**src/rtl/voice_alloc.sv**
```systemverilog
`default_nettype none
// ============================================================================
// Module      : voice_alloc
// Description : Polyphonic voice allocator. Accepts note-on/note-off events,
//               scans the voice bank one voice per cycle, then assigns,
//               releases, retriggers or steals (round-robin) a voice. It
//               drives each voice's envelope gate and oscillator key.
// Revision    : 1.0 - initial release
// ============================================================================
module voice_alloc #(
    parameter int n_voice  = 4,
    parameter int nbit_key = 6
) (
    input  logic                         clk,
    input  logic                         rstn,
    input  logic                         ev_valid,
    output logic                         ev_ready,
    input  logic                         ev_on,
    input  logic [nbit_key-1:0]          ev_key,
    input  logic [n_voice-1:0]           voice_busy,
    output logic [n_voice-1:0]           gate,
    output logic [n_voice*nbit_key-1:0]  voice_key,
    output logic                         steal
);

    typedef enum logic [1:0] {
        S_IDLE  = 2'd0,
        S_SCAN  = 2'd1,
        S_APPLY = 2'd2,
        S_GAP   = 2'd3
    } state_t;

    localparam logic [3:0] c_last = 4'(n_voice - 1);

    state_t                r_state;
    state_t                w_state_next;

    logic [3:0]            r_idx;
    logic [3:0]            r_tgt;
    logic [3:0]            r_rr;
    logic [3:0]            r_match_idx;
    logic [3:0]            r_idle_idx;
    logic [3:0]            r_rel_idx;
    logic                  r_has_match;
    logic                  r_has_idle;
    logic                  r_has_rel;
    logic                  r_ev_on;
    logic [nbit_key-1:0]   r_ev_key;
    logic                  r_gap_cnt;
    logic                  r_steal;
    logic [n_voice-1:0]    r_gate;
    logic [nbit_key-1:0]   r_key [n_voice];

    logic                  w_cur_gate;
    logic                  w_cur_busy;
    logic [nbit_key-1:0]   w_cur_key;
    logic                  w_is_match;
    logic                  w_is_idle;
    logic                  w_is_rel;

    logic [3:0]            w_sel;
    logic                  w_set;
    logic                  w_clr;
    logic                  w_wr_key;
    logic                  w_steal;

    // Select the gate, busy flag and key of the voice visited this scan cycle
    always_comb begin
        w_cur_gate = 1'b0;
        w_cur_busy = 1'b0;
        w_cur_key  = '0;
        for (int i = 0; i < n_voice; i++) begin
            if (4'(i) == r_idx) begin
                w_cur_gate = r_gate[i];
                w_cur_busy = voice_busy[i];
                w_cur_key  = r_key[i];
            end
        end
    end

    assign w_is_match = w_cur_gate && (w_cur_key == r_ev_key);
    assign w_is_idle  = !w_cur_gate && !w_cur_busy;
    assign w_is_rel   = !w_cur_gate &&  w_cur_busy;

    // State register
    always_ff @(posedge clk or negedge rstn) begin
        if (!rstn) begin
            r_state <= S_IDLE;
        end else begin
            r_state <= w_state_next;
        end
    end

    // Next state and the single gate/key action taken for the current event
    always_comb begin
        w_state_next = r_state;
        w_sel        = '0;
        w_set        = 1'b0;
        w_clr        = 1'b0;
        w_wr_key     = 1'b0;
        w_steal      = 1'b0;
        case (r_state)
            S_IDLE: begin
                if (ev_valid) begin
                    w_state_next = S_SCAN;
                end
            end
            S_SCAN: begin
                if (r_idx == c_last) begin
                    w_state_next = S_APPLY;
                end
            end
            S_APPLY: begin
                w_state_next = S_IDLE;
                if (r_ev_on) begin
                    if (r_has_match) begin
                        // Retrigger: drop the gate so the envelope restarts
                        w_sel        = r_match_idx;
                        w_clr        = 1'b1;
                        w_state_next = S_GAP;
                    end else if (r_has_idle) begin
                        w_sel    = r_idle_idx;
                        w_set    = 1'b1;
                        w_wr_key = 1'b1;
                    end else if (r_has_rel) begin
                        w_sel    = r_rel_idx;
                        w_set    = 1'b1;
                        w_wr_key = 1'b1;
                    end else begin
                        w_sel        = r_rr;
                        w_clr        = 1'b1;
                        w_wr_key     = 1'b1;
                        w_steal      = 1'b1;
                        w_state_next = S_GAP;
                    end
                end else if (r_has_match) begin
                    w_sel = r_match_idx;
                    w_clr = 1'b1;
                end
            end
            S_GAP: begin
                w_sel = r_tgt;
                if (r_gap_cnt) begin
                    w_set        = 1'b1;
                    w_state_next = S_IDLE;
                end
            end
            default: begin
                w_state_next = S_IDLE;
            end
        endcase
    end

    // Event capture, scan classification, round-robin pointer and gap timing
    always_ff @(posedge clk or negedge rstn) begin
        if (!rstn) begin
            r_idx       <= '0;
            r_tgt       <= '0;
            r_rr        <= '0;
            r_match_idx <= '0;
            r_idle_idx  <= '0;
            r_rel_idx   <= '0;
            r_has_match <= 1'b0;
            r_has_idle  <= 1'b0;
            r_has_rel   <= 1'b0;
            r_ev_on     <= 1'b0;
            r_ev_key    <= '0;
            r_gap_cnt   <= 1'b0;
            r_steal     <= 1'b0;
        end else begin
            r_steal <= w_steal;
            case (r_state)
                S_IDLE: begin
                    if (ev_valid) begin
                        r_ev_on     <= ev_on;
                        r_ev_key    <= ev_key;
                        r_idx       <= '0;
                        r_has_match <= 1'b0;
                        r_has_idle  <= 1'b0;
                        r_has_rel   <= 1'b0;
                    end
                end
                S_SCAN: begin
                    // Keep only the lowest index in each class
                    if (w_is_match && !r_has_match) begin
                        r_has_match <= 1'b1;
                        r_match_idx <= r_idx;
                    end
                    if (w_is_idle && !r_has_idle) begin
                        r_has_idle <= 1'b1;
                        r_idle_idx <= r_idx;
                    end
                    if (w_is_rel && !r_has_rel) begin
                        r_has_rel <= 1'b1;
                        r_rel_idx <= r_idx;
                    end
                    if (r_idx != c_last) begin
                        r_idx <= r_idx + 4'd1;
                    end
                end
                S_APPLY: begin
                    r_tgt     <= w_sel;
                    r_gap_cnt <= 1'b0;
                    if (w_steal) begin
                        r_rr <= (r_rr == c_last) ? 4'd0 : r_rr + 4'd1;
                    end
                end
                S_GAP: begin
                    r_gap_cnt <= 1'b1;
                end
                default: begin
                    r_gap_cnt <= 1'b0;
                end
            endcase
        end
    end

    // Per-voice gate and key registers; only the selected voice can change
    always_ff @(posedge clk or negedge rstn) begin
        if (!rstn) begin
            r_gate <= '0;
            for (int i = 0; i < n_voice; i++) begin
                r_key[i] <= '0;
            end
        end else begin
            for (int i = 0; i < n_voice; i++) begin
                if (4'(i) == w_sel) begin
                    if (w_set) begin
                        r_gate[i] <= 1'b1;
                    end else if (w_clr) begin
                        r_gate[i] <= 1'b0;
                    end
                    if (w_wr_key) begin
                        r_key[i] <= r_ev_key;
                    end
                end
            end
        end
    end

    assign ev_ready = (r_state == S_IDLE);
    assign steal    = r_steal;
    assign gate     = r_gate;

    generate
        for (genvar gi = 0; gi < n_voice; gi++) begin : g_key
            assign voice_key[gi*nbit_key +: nbit_key] = r_key[gi];
        end
    endgenerate

endmodule
`default_nettype wire

```
**config.mk**
```make
export PLATFORM = sky130hd
export DESIGN_NAME = voice_alloc
export DESIGN_NICKNAME = d
export VERILOG_FILES = /design/src/rtl/voice_alloc.sv
export SDC_FILE = /design/constraint.sdc
export NUM_CORES = 1
export LEC_CHECK = 0
export CAP_MARGIN = 40
export CORE_AREA = 2 2 78 80
export CTS_BUF_LIST = sky130_fd_sc_hd__clkbuf_4 sky130_fd_sc_hd__clkbuf_8
export CTS_CLUSTER_DIAMETER = 40
export CTS_CLUSTER_SIZE = 10
export DETAILED_ROUTE_END_ITERATION = 12
export DIE_AREA = 0 0 80 82
export GPL_ROUTABILITY_DRIVEN = 0
export PLACE_DENSITY = 0.83
export SYNTH_ARGS = -nofsm -noshare
export SYNTH_HDL_FRONTEND = slang
export SYNTH_SLANG_ARGS = --single-unit
```
**constraint.sdc**
```tcl
create_clock -name clk -period 6 [get_ports clk]
set_input_delay 0.9 -clock clk [delete_from_list [all_inputs] [get_ports clk]]
set_output_delay 0.9 -clock clk [all_outputs]
set_load 0.01 [all_outputs]
```
[Word level (Yosys, flattened, before mapping)]
Index checks and enable logic that the tools add are counted.
Storage, ports and cells
  flip-flop bits (word level): 66
  bits in latches: 0
  memory bits (writable): 0
  memory bits (read-only): 0
  input bits: 14
  output and inout port bits: 30
  word-level logic and storage cells: 137
  memories kept: 0
Cells by class
  $add $sub $neg: 2
  multipliers: 0
  divide/modulo/power cells: 0
  $lt $le $gt $ge: 0
  equal/unequal tests: 20
  shift operators: 0
  muxes and demuxes: 58
  bitwise gates (word level): 0
  reductions and logical operators: 35
Operator list (number)
  2-to-1 mux 4 bit: 8
  2-to-1 mux 1 bit: 31
  AND reduction 2 bit: 13
  2-to-1 mux 6 bit: 4
  == test 2 x 4 -> 1 bit, first input constant: 4
  one-hot mux 4 bit (2 select lines): 2
  AND reduction 3 bit: 5
  2-to-1 mux 2 bit: 7
  inequality test 2 bit, second input constant: 7
  one-hot mux 1 bit (2 select lines): 5
  adder 4 x 1 -> 4 bit, second input constant: 2
  == test 1 x 4 -> 1 bit, first input constant: 2
  == test 4 x 2 -> 1 bit, second input constant: 2
  zero test 4 bit: 2
  one-hot mux 2 bit (4 select lines): 1
  == test 6 bit: 1
  logical AND 1 bit: 6
  nonzero test 2 bit: 3
  zero test 1 bit: 5
  == test 2 bit, second input constant: 2
  inequality test 4 x 2 -> 1 bit, second input constant: 1
  == test 2 x 1 -> 1 bit, second input constant: 1
  zero test 2 bit: 1

[Depth between registers and ports, before layout]
Gate-level depths: netlist of the first run.
  depth after elaboration: 10
  depth in mapped cells: 11
  depth with buffers taken out: 9

[Worst setup path before layout of the first run]
Ideal clock, no wire load.
  path type: register -> register
  start: register r_idx[1]
  end: register r_match_idx[0]
  setup time: 0.128 ns
  data arrival time: 2.263 ns
  required time: 5.872 ns
  setup slack: 3.610 ns
  cell stages (with the launch flop): 12
  path buffers: 2
  period minus slack after synthesis: 2.390 ns
  cell sequence: dfrtp_1 inv_1 ha_1 buf_6 nor2b_4 buf_6 a221oi_1 or4_2 a21oi_1 nor3_2 nand4_2 mux2_1
Between the ends
  word-level cells in the longest chain between the ends: 9
  elaborated cells on any way between the ends: 16
  classes of those cells: eq/ne: 4; mux: 8; reduce/logical: 4
RTL lines
  start: declaration: RTL line 38  | logic [3:0] r_idx;
  start signal: assignment: RTL line 198  | r_idx <= r_idx + 4'd1;
  zero test 4 bit: RTL line 73  | if (4'(i) == r_idx) begin
  2-to-1 mux 6 bit (4 in series): RTL line 73
  == test 6 bit: RTL line 81  | assign w_is_match = w_cur_gate && (w_cur_key == r_ev_key);
  logical AND 1 bit *: RTL line 81
  logical AND 1 bit *: RTL line 185  | if (w_is_match && !r_has_match) begin
  AND reduction 2 bit (no line) *
  end signal: assignment: RTL line 187  | r_match_idx <= r_idx;
  end: declaration: RTL line 41  | logic [3:0] r_match_idx;
Mark *: on every way between the ends. The rest lies on a longest branch, timed or not.
A chain may end at the register's enable or synchronous reset.

[Worst setup path in the final report of the first run]
  start: register r_idx[1]
  end: register r_idle_idx[3]
Between the ends
  word-level cells in the longest chain between the ends: 9
  elaborated cells on any way between the ends: 17
  classes of those cells: eq/ne: 3; mux: 8; reduce/logical: 6
RTL lines
  zero test 4 bit: RTL line 73
  2-to-1 mux 1 bit (4 in series): RTL line 73
  zero test 1 bit: RTL line 82  | assign w_is_idle = !w_cur_gate && !w_cur_busy;
  logical AND 1 bit *: RTL line 82
  logical AND 1 bit *: RTL line 189  | if (w_is_idle && !r_has_idle) begin
  AND reduction 2 bit (no line) *
  end signal: assignment: RTL line 191  | r_idle_idx <= r_idx;
  end: declaration: RTL line 42  | logic [3:0] r_idle_idx;
Marks and branches as above.

==> results of run 1 <==
synth_stat cells, drive strengths merged (2+ instances only):
library cell / n
inv: 12
a221oi: 6
nor3: 6
a22oi: 2
or4: 3
xnor2: 3
o21a: 3
nor2: 20
a22o: 2
dfrtp: 66
nand3: 2
a221o: 3
a21oi: 15
nor2b: 5
or2: 2
xor2: 2
a21o: 2
and2: 4
buf: 5
nand2b: 9
mux2: 42
o21ai: 18
nand2: 34
clkbuf: 11
ha: 5
o22ai: 3
o31ai: 2
mux2i: 5
nand4: 5
worst paths after layout:
path,from,end,slack [ns]
max,r_idx[1]$_DFFE_PN0P_,r_idle_idx[3]$_DFFE_PN0P_,3.17
max reg2reg,r_idx[1]$_DFFE_PN0P_,r_idle_idx[3]$_DFFE_PN0P_,3.17
min in group asynchronous,rstn,r_rr[1]$_DFFE_PN0P_,0.73
max in group asynchronous,rstn,voice_key[2]$_DFFE_PN0P_,4.73
min,r_tgt[2]$_DFFE_PN0P_,r_tgt[2]$_DFFE_PN0P_,0.48
min reg2reg,r_tgt[2]$_DFFE_PN0P_,r_tgt[2]$_DFFE_PN0P_,0.48
layout make-up:
| class | count | area share (%) |
|---|---|---|
| flip-flops and latches | 66 | 41.7 |
| multi-input cells | 214 | 39.0 |
| repair buffers | 44 | 10.9 |
| clock buffers | 13 | 3.88 |
| well taps | 75 | 2.37 |
| inverters | 12 | 1.14 |
| clock inverters | 3 | 1.01 |
per-layer routing:
| layer | GRT usage, % | vias to the layer above | wire, microns |
|---|---|---|---|
| li1 | - | 1174 | - |
| met1 | 30.2 | 1256 | 3180 |
| met2 | 41.0 | 74 | 3670 |
| met3 | 6.70 | 15 | 368 |
| met4 | 10.8 | 0 | 133 |
| met5 | 0 | - | 0 |
worst max-delay path, delay by kind of cell (launching register included):
kind                       cells  cell delay [ns]
AOI/OAI and AO/OA              2             0.39
adders and majority gates      1             0.41
buffers and inverters          1             0.13
DFF                            1             0.48
muxes                          1             0.41
and+or+nand+nor                4             0.89
registers in the layout, indices dropped and copies added (netlist names):
name	count
r_tgt	4
r_has_idle	1
gate	4
r_match_idx	4
r_gap_cnt	1
r_has_match	1
r_idle_idx	4
r_ev_key	6
r_idx	4
r_rr	4
steal	1
r_rel_idx	4
r_state	2
voice_key	24
r_ev_on	1
r_has_rel	1
report_power, final:
group	internal [mW]	switching, mW
clock network	0.209	0.160
logic	0.439	0.428
registers	0.600	0.209
total	1.25	0.797
cells by family after synthesis:
logic type / share of synthesized area, %
AOI/OAI and AO/OA: 12.6
xor gates and xnor gates: 1.31
adders and majority gates: 1.87
buffers and inverters: 4.41
DFF: 49.4
muxes: 15.6
and+or+nand+nor: 14.8
through the flow:
stage	hold slack, ns	std cells	total power, mW	setup slack [ns]	instance area [sq um]
CTS	0.486	427	2.05	3.18	3960
global route	0.504	427	2.18	2.92	3960
finish	0.484	427	2.04	3.17	3960
global placement	0.468	411	1.64	3.15	3770
floorplan	0.451	308	1.39	3.61	3340
detailed placement	0.472	411	1.67	3.05	3770
==> impl_results.md, run 1 <==
* Slew at the pin with the worst max-slew slack at 0.828 ns
* Total power density per cell area at 516 nW/um^2
* Number of antenna-violating nets in the routed design at 0
* Worst stage delay on the critical path at 0.56 ns
* Crit path cell chain: inv_1, ha_1, nor2b_4, a221oi_1, o31ai_1, nand2_1, nand2_1, nor3_1, mux2_2
* Count of TritonRoute iterations in the first routing pass at 4
* Global routing usage summed across all routing layers at between 20% and 30%
* Length in cells of the worst reg-to-reg path at 9
* Average routed wire per standard cell at between 15 and 20 microns
* Number of ports placed on the die boundary at 44
* Share of layout cells above drive strength 1 at about a fifth
* Antenna violations before repair at 0
* Max Buffers Root-to-Sink at 2
* Multi-input combinational cell area at 1550 sq um
* Post-CTS Hold Buffers at 0
* Number of distinct library cells after synthesis at 55
* CTS tree: built
* Commonest cells after routing, fill and taps aside: 66 x dfrtp_1, 42 x clkdlybuf4s50_1, 40 x mux2_2, 34 x nand2_1, 18 x o21ai_0
* Count of routing violations after the opening detailed-route iteration at ~160
* Number of setup violations in the final report at 0
* Area fraction of the dominant cell type after synthesis at about 49%
* Worst clock skew at between 0.005 and 0.006 ns
* Endpoint type of the worst setup path: flop
* Die outline height at slightly above 80 microns
* Top FF cell, synth: dfrtp_1
* Final period utilization at a little under half
* Path category of the worst min-delay check: reg2reg
* Buffers inserted during post-CTS setup optimization at 0
* Area of the core region at between 5000 and 6000 sq um
* Maximum fanout encountered on the critical timing path at 9
* Post-DP HPWL at about 5.1 mm
* Total congestion overflow at 0
* Via/cell ratio at around 5.9
* Count of input and output buffers at 43
* Sum of negative setup slack at 0 ns
* Maximum Capacitance Violations at 0
* Top cell type by total area after synthesis: dfrtp_1
* Most common cell after layout, fill and taps aside: dfrtp_1
* Signal arrival time at the worst endpoint at about 3 ns
* Most common cell type on the critical path: nand2_1
* Final routed wirelength across all metal layers at 7.35 mm
* Die width at about 80 microns
* Maximum number of pins on one net before global-route repair at 67
* Shortest clock period the worst path allows after layout at between 2 and 3 ns
* Global-route wire length before repair at ~12 mm
* Highest Clock Rate at 353 MHz
* Slew margin rel. at roughly 45%
* Clock latency reported for the late side of the worst-skew pair at ~0.35 ns
* Outcome: complete, no violations
* Main area contributors after synthesis: dfrtp_1 49%, mux2_2 13%, nand2_1 3.8%, o21ai_0 2.7%, a21oi_1 2.2%
* Post-Synthesis Cell Area at 3340 sq um
* Placement row count at 28
* Clock sinks at 66
* Starting Density at between 50% and 60%
* Yosys warning count at 0
* Number of filler cells placed in the layout at roughly 440
* Routed via count at between 2000 and 3000
* Number of nets in the final layout at about 370
* Peak supply drop at between 300 and 400 uV
* H-tree depth at 3
* Mean post-synth cell area at between 10 and 15 sq um
* Quantity of gates resized following cts at 0
* Number of cells on the worst hold path at 2
* Number of buffers created by CTS at 9
* Number of global-route vias before repair at about 2500
* Slowest stage cell on the critical path: nor3_1
* Final hold violation count at 0
* Total die area at between 6000 and 7000 sq um
* Final design utilization at between 60% and 70%
* Pins Over Slew Limit at 0
* Startpoint kind of the worst setup timing path: flop
* Setup repair after global routing missed its margin: false
* Root buffer selected by CTS: clkbuf_8
* Area added between synthesis and finish at 18.5%
* Flip-flop and latch count after synthesis at 66
* Synthesized instance count at ~300
* Count of flip-flops with a built-in enable after synthesis at 0
* Synth Net Count at around 330
* Sequential fraction of the synthesis area at around half
* Proportion of synthesized flip-flops having asynchronous set or reset at between 90% and 100%
* Type of the worst setup path: reg2reg
* DRC violations left at 0
* Antenna Diode Count at 0
* Combined flip-flop and latch cell area at approximately 1700 sq um
* Required time reported for the critical path endpoint at about 6.2 ns
* Clock-pin slew reported for the worst setup and hold paths after clock tree synthesis at ~0.07 ns
* Static Leakage at approximately 1.7 nW
Power figures use the tool's default switching activity.
==> inputs of run 2 (changes only) <==
--- a/config.mk
+++ b/config.mk
@@ -6,14 +6,14 @@
 export NUM_CORES = 1
 export LEC_CHECK = 0
 export CAP_MARGIN = 40
-export CORE_AREA = 2 2 78 80
+export CORE_AREA = 2 2 84 86
 export CTS_BUF_LIST = sky130_fd_sc_hd__clkbuf_4 sky130_fd_sc_hd__clkbuf_8
 export CTS_CLUSTER_DIAMETER = 40
 export CTS_CLUSTER_SIZE = 10
 export DETAILED_ROUTE_END_ITERATION = 12
-export DIE_AREA = 0 0 80 82
+export DIE_AREA = 0 0 86 88
 export GPL_ROUTABILITY_DRIVEN = 0
-export PLACE_DENSITY = 0.83
+export PLACE_DENSITY = 0.76
 export SYNTH_ARGS = -nofsm -noshare
 export SYNTH_HDL_FRONTEND = slang
 export SYNTH_SLANG_ARGS = --single-unit
==> constraint.sdc (replaced) <==
create_clock -name clk -period 2.6 [get_ports clk]
set_input_delay 0.39 -clock clk [delete_from_list [all_inputs] [get_ports clk]]
set_output_delay 0.39 -clock clk [all_outputs]
set_load 0.01 [all_outputs]
==> run 2 against run 1 <==
Against the previous run: register-to-register slack worse by 3.0 ns; flip-flop and latch count unchanged; clock-buffer cell count unchanged; non-clock buffer count is 13 higher; critical endpoint is now r_match_idx[1]$_DFFE_PN0P_; first-iteration DRC count increased by 11%.
==> impl_results.md, run 2 (synthesis results as in run 1) <==
* Routed via count at roughly 2600
* Count of input and output buffers at 43
* Length in cells of the worst reg-to-reg path at 8
* Signal arrival time at the worst endpoint at between 2 and 3 ns
* Critical Path Start: r_idx[2]$_DFFE_PN0P_
* Maximum number of pins on one net before global-route repair at 67
* Worst flop-to-flop path startpoint: r_idx[2]$_DFFE_PN0P_
* Share of layout cells above drive strength 1 at 23.6%
* Post-CTS Hold Buffers at 0
* Path category of the worst min-delay check: in2async
* Sum of negative setup slack at 0 ns
* Starting Density at 50.3%
* Total die area at 7570 sq um
* Destination of the critical timing path: r_match_idx[1]$_DFFE_PN0P_
* DRC violations left at 0
* Area added between synthesis and finish at 21.4%
* Total congestion overflow at 0
* Area of the core region at about 6600 sq um
* Highest Clock Rate at approximately 410 MHz
* Antenna Diode Count at 0
* Final hold violation count at 0
* Count of routing violations after the opening detailed-route iteration at between 150 and 200
* Clock-pin slew reported for the worst setup and hold paths after clock tree synthesis at ~0.07 ns
* Max Buffers Root-to-Sink at 2
* Part of the total power dissipated in combinational logic at 45.7%
* Type of the worst setup path: reg2reg
* Switching Fraction at about two fifths
* Number of antenna-violating nets in the routed design at 0
* Average routed wire per standard cell at roughly 17 microns
* Startpoint kind of the worst setup timing path: flop
* Dominant delay contributor by cell family on the critical path: simple AND/OR/NAND/NOR gates
* Number of setup violations in the final report at 0
* Global routing usage summed across all routing layers at approximately 22%
* Global-route wire length before repair at 12.7 mm
* Required time reported for the critical path endpoint at between 2 and 3 ns
* Pins Over Slew Limit at 0
* Maximum Capacitance Violations at 0
* Root buffer selected by CTS: clkbuf_8
* Slew at the pin with the worst max-slew slack at 0.586 ns
* Crit path buffers/inverters at 1
* H-tree depth at 3
* Final period utilization at a little over nine tenths
* Final routed wirelength across all metal layers at slightly below 8 mm
* Crit path cell chain: or2_0, buf_4, nor2_4, nand2_1, and3_1, nor3_1, nand4_2, mux2_1
* Number of global-route vias before repair at roughly 2500
* Worst clock skew at around 0.0092 ns
* Worst stage delay on the critical path at ~0.44 ns
* Commonest cells after routing, fill and taps aside: 65 x dfrtp_1, 42 x clkdlybuf4s50_1, 40 x mux2_2, 34 x nand2_1, 18 x o21ai_0
* Endpoint type of the worst setup path: flop
* Clock power share at 16.1%
* Via/cell ratio at 5.77
* Slew margin rel. at just over 60%
* Peak supply drop at ~570 uV
* CTS tree: built
* Maximum fanout encountered on the critical timing path at 7
* Placement row count at 30
* Switching power at roughly 1.9 mW
* Internal power component at roughly 2.9 mW
* Clock latency reported for the late side of the worst-skew pair at around 0.35 ns
* Reg2Reg Setup Slack at ~0.15 ns
* Static Leakage at around 1.8 nW
* Shortest clock period the worst path allows after layout at 2.45 ns
* Number of buffers created by CTS at 9
* Number of filler cells placed in the layout at roughly 540
* Die outline height at 88 microns
* Number of ports placed on the die boundary at 44
* Logic depth of the worst path, buffers included at 8
* Max reg flops at 24
* Fraction of power consumed by sequential logic at around two fifths
* Slowest stage cell on the critical path: dfrtp_1
* Finished Cell Area at slightly above 4000 sq um
* Post-place instance area at 3880 sq um
* Post-DP HPWL at 5.44 mm
* RR Endpoint: r_match_idx[1]$_DFFE_PN0P_
* Number of nets in the final layout at between 300 and 400
* Clock sinks at 66
* Die width at 86 microns
* Antenna violations before repair at 0
* Count of TritonRoute iterations in the first routing pass at 4
* Total power density per cell area at 1180 nW/um^2
* Outcome: complete, no violations
* Setup repair after global routing missed its margin: false
* Most common cell after layout, fill and taps aside: dfrtp_1
-- run 2: worst min path at each step --
stage                                to  cells past startpoint  slack (ns)  start
detailed placement  r_rr[2]$_DFFE_PN0P_                      2        0.43   rstn
global route        r_rr[3]$_DFFE_PN0P_                      2        0.08   rstn
global placement    r_rr[2]$_DFFE_PN0P_                      2        0.43   rstn
CTS                 r_rr[2]$_DFFE_PN0P_                      2        0.07   rstn
finish              r_rr[3]$_DFFE_PN0P_                      2        0.04   rstn
floorplan           gate[0]$_DFFE_PN0P_                      0        0.09   rstn
-- run 2: metrics by stage --
step	util [%]	setup slack (ns)	total power [mW]	instances	hold WS [ns]
finish	61.1	0.152	4.80	445	0.0430
global route	61.1	0.0170	5.13	445	0.0800
global placement	58.5	0.245	3.96	429	0.430
CTS	61.1	0.176	4.80	445	0.0653
detailed placement	58.5	0.187	4.01	429	0.435
floorplan	-	0.210	3.22	308	0.0944
-- run 2: power by group through the flow --
stage	Clock, mW	Sequential [mW]	Combinational, mW
after floorplan	0	1.69	1.53
after global placement	0	1.83	2.13
after detailed placement	0	1.83	2.17
after CTS	0.785	1.82	2.19
after global routing	0.831	1.89	2.41
final	0.774	1.83	2.19
-- run 2: per-layer routing --
metal  part of all wire [%]  global-route usage (%)
met3                    4.5                    5.00
met5                      0                       0
met2                     50                    37.9
met1                     44                    27.9
met4                    1.5                    6.20
-- run 2: area by class of cell --
class | instances | area (sq um) | area share [%]
multi-input cells | 214 | 1550 | 38.0
clock inverters | 3 | 15.0 | 0.370
flip-flops and latches | 66 | 1650 | 40.7
inverters | 12 | 45.0 | 1.11
clock buffers | 13 | 160 | 3.94
repair buffers | 57 | 543 | 13.4
well taps | 80 | 100 | 2.46
-- run 2: repair_timing --
item	CTS	global route
buffers inserted	0	0
endpoints found under the hold margin	0	0
gates resized for setup	0	1
setup endpoints to repair	0	6
==> RTL edit, RTL diff (flow settings as in run 2) <==
`nbit_key`: 6 -> 3.
--- a/src/rtl/voice_alloc.sv
+++ b/src/rtl/voice_alloc.sv
@@ -9,7 +9,7 @@
 // ============================================================================
 module voice_alloc #(
     parameter int n_voice  = 4,
-    parameter int nbit_key = 6
+    parameter int nbit_key = 3
 ) (
     input  logic                         clk,
     input  logic                         rstn,
Ports: changed (resized ev_key and voice_key); port bits go from 44 to 29. The function was not compared with the original's and may differ.
==> RTL edit against run 2 <==
  * Sequential share of layout area fell by 0.24 points
  * Cell area decreased by 22%
  * Setup slack improved by 65 ps
  * Total power fell by 35%
  * Area after synthesis decreased by 21%
  * Sequential cell count down 15
  * Routed wire length shrank 24%
  * Largest power group unchanged
==> RTL edit: results (changes against run 2) <==
metric,value,unit,change
status,"finished, final reports clean",,unchanged
Worst R2R Setup Slack,220,ps,was 150 ps
P_leak,1.376,nW,was 1.792 nW
vias in the first global route,1965,,was 2498
Iter 0 DRT Violations,119,,was 173
crit-path max FO,9,,was 7
Max H-tree Level,2,,was 3
Peak VDD IR,0.0005026,V,was 0.0005699 V
Clock transition at path regs,90,ps,was 70 ps
met1 global-route usage,21.33,%,was 27.86%
fillers,614,,was 537
"Hold-fix buffers, CTS",1,,was 0
max reg flops,12,,was 24
Synth area leaders,"dfrtp_1 (48%), mux2_2 (11%), o21ai_0 (4.2%)",,"was dfrtp_1 (49%), mux2_2 (13%), nand2_1 (3.8%)"
Overall Global Routing Usage,16.28,%,was 21.98%
share of layout cells above drive strength 1,22.91,%,was 23.56%
Avg WL per Cell,16.59,um,was 17.38 um
CP top delay family,compound AO/OA/AOI/OAI gates,,was simple AND/OR/NAND/NOR gates
hpwl dp,4.281,mm,was 5.437 mm
max incr delay on CP,480,ps,was 440 ps
Via Count,1948,,was 2566
largest net degree at the start of global routing,51,,was 67
Unique masters post-synth,56,,was 55
first-pass GRT wire length,9.584,mm,was 12.72 mm
register area share after synthesis,48.16,%,was 49.38%
most frequent cells after synthesis,"dfrtp_1 (51), mux2_2 (25), nand2_1 (23), o21ai_0 (22), nor2_1 (12)",,"was dfrtp_1 (66), mux2_2 (40), nand2_1 (34), o21ai_0 (18), nor2_1 (17)"
CP arrival,2570,ps,was 2680 ps
Post-Syn Nets,256,,was 327
[RTL edit: cell types whose count changed in the layout (fill, tap and decap cells not counted), moves of 8 or more]
cell | run 2 | this run
buf_4 | 13 | 3
mux2_2 | 40 | 25
a21oi_1 | 15 | 7
dfrtp_1 | 65 | 51
nand2_1 | 34 | 23
clkdlybuf4s50_1 | 42 | 27
[RTL edit: worst reg2reg max path: stages (launching register included)]
cell       delay (ps)
dfrtp_1           480
ha_1              350
nor2b_4           220
a221oi_2           80
o31a_1            320
nor4_4            230
o2111ai_2         230
mux2_1            370
[RTL edit: how the worst max path moves through the flow]
stage / start / endpoint / cells past startpoint
final: r_idx[0] / r_match_idx[1] / 7
after CTS: r_idx[0] / r_match_idx[1] / 7
after detailed placement: r_idx[0] / r_match_idx[1] / 7
after global routing: r_idx[0] / r_match_idx[0] / 8
after global placement: r_idx[0] / r_match_idx[1] / 7
after floorplan: r_idx[1] / r_rel_idx[0] / 8
[RTL edit: cell type report]
| type | instances | area (um^2) | area share [%] |
|---|---|---|---|
| multi-input cells | 174 | 1313 | 41.61 |
| flip-flops and latches | 51 | 1276 | 40.46 |
| repair buffers | 33 | 327.8 | 10.39 |
| clock inverters | 1 | 7.507 | 0.2380 |
| well taps | 80 | 100.1 | 3.173 |
| inverters | 9 | 33.78 | 1.071 |
| clock buffers | 7 | 96.34 | 3.054 |
[RTL edit: routing by layer]
| metal | vias up | part of all wire (%) |
|---|---|---|
| met5 | - | 0 |
| met3 | 9 | 3.2 |
| met2 | 52 | 50 |
| met4 | 0 | 1.9 |
| met1 | 963 | 45 |
| li1 | 924 | - |
[RTL edit: logic make-up after synthesis]
logic type / share of synthesized area [%]
AO/OA/AOI/OAI: 14.31
XOR/XNOR: 0.9917
AND/OR/NAND/NOR: 16.05
buffers and inverters: 2.502
multiplexers: 15.63
flip-flops: 48.16
adder cells (fa/ha/maj): 2.361
[RTL edit: stage by stage]
| stage | worst slack, ps | area (um^2) | hold WS [ps] | instances | power (mW) |
|---|---|---|---|---|---|
| after global placement | 335.6 | 3035 | 188.4 | 346 | 2.533 |
| after CTS | 200.5 | 3149 | 396.4 | 355 | 3.102 |
| after global routing | 32.80 | 3154 | 409.3 | 355 | 3.307 |
| after detailed placement | 212.8 | 3035 | 189.7 | 346 | 2.583 |
| after floorplan | 438.0 | 2650 | 94.41 | 240 | 2.171 |
| final | 217.0 | 3154 | 402.3 | 355 | 3.098 |
[RTL edit: power breakdown]
group / leakage, nW / internal (mW) / total, mW / switching [mW]
clock: 0.0505 / 0.242 / 0.505 / 0.262
sequential: 0.676 / 0.996 / 1.26 / 0.264
combinational: 0.650 / 0.635 / 1.33 / 0.697
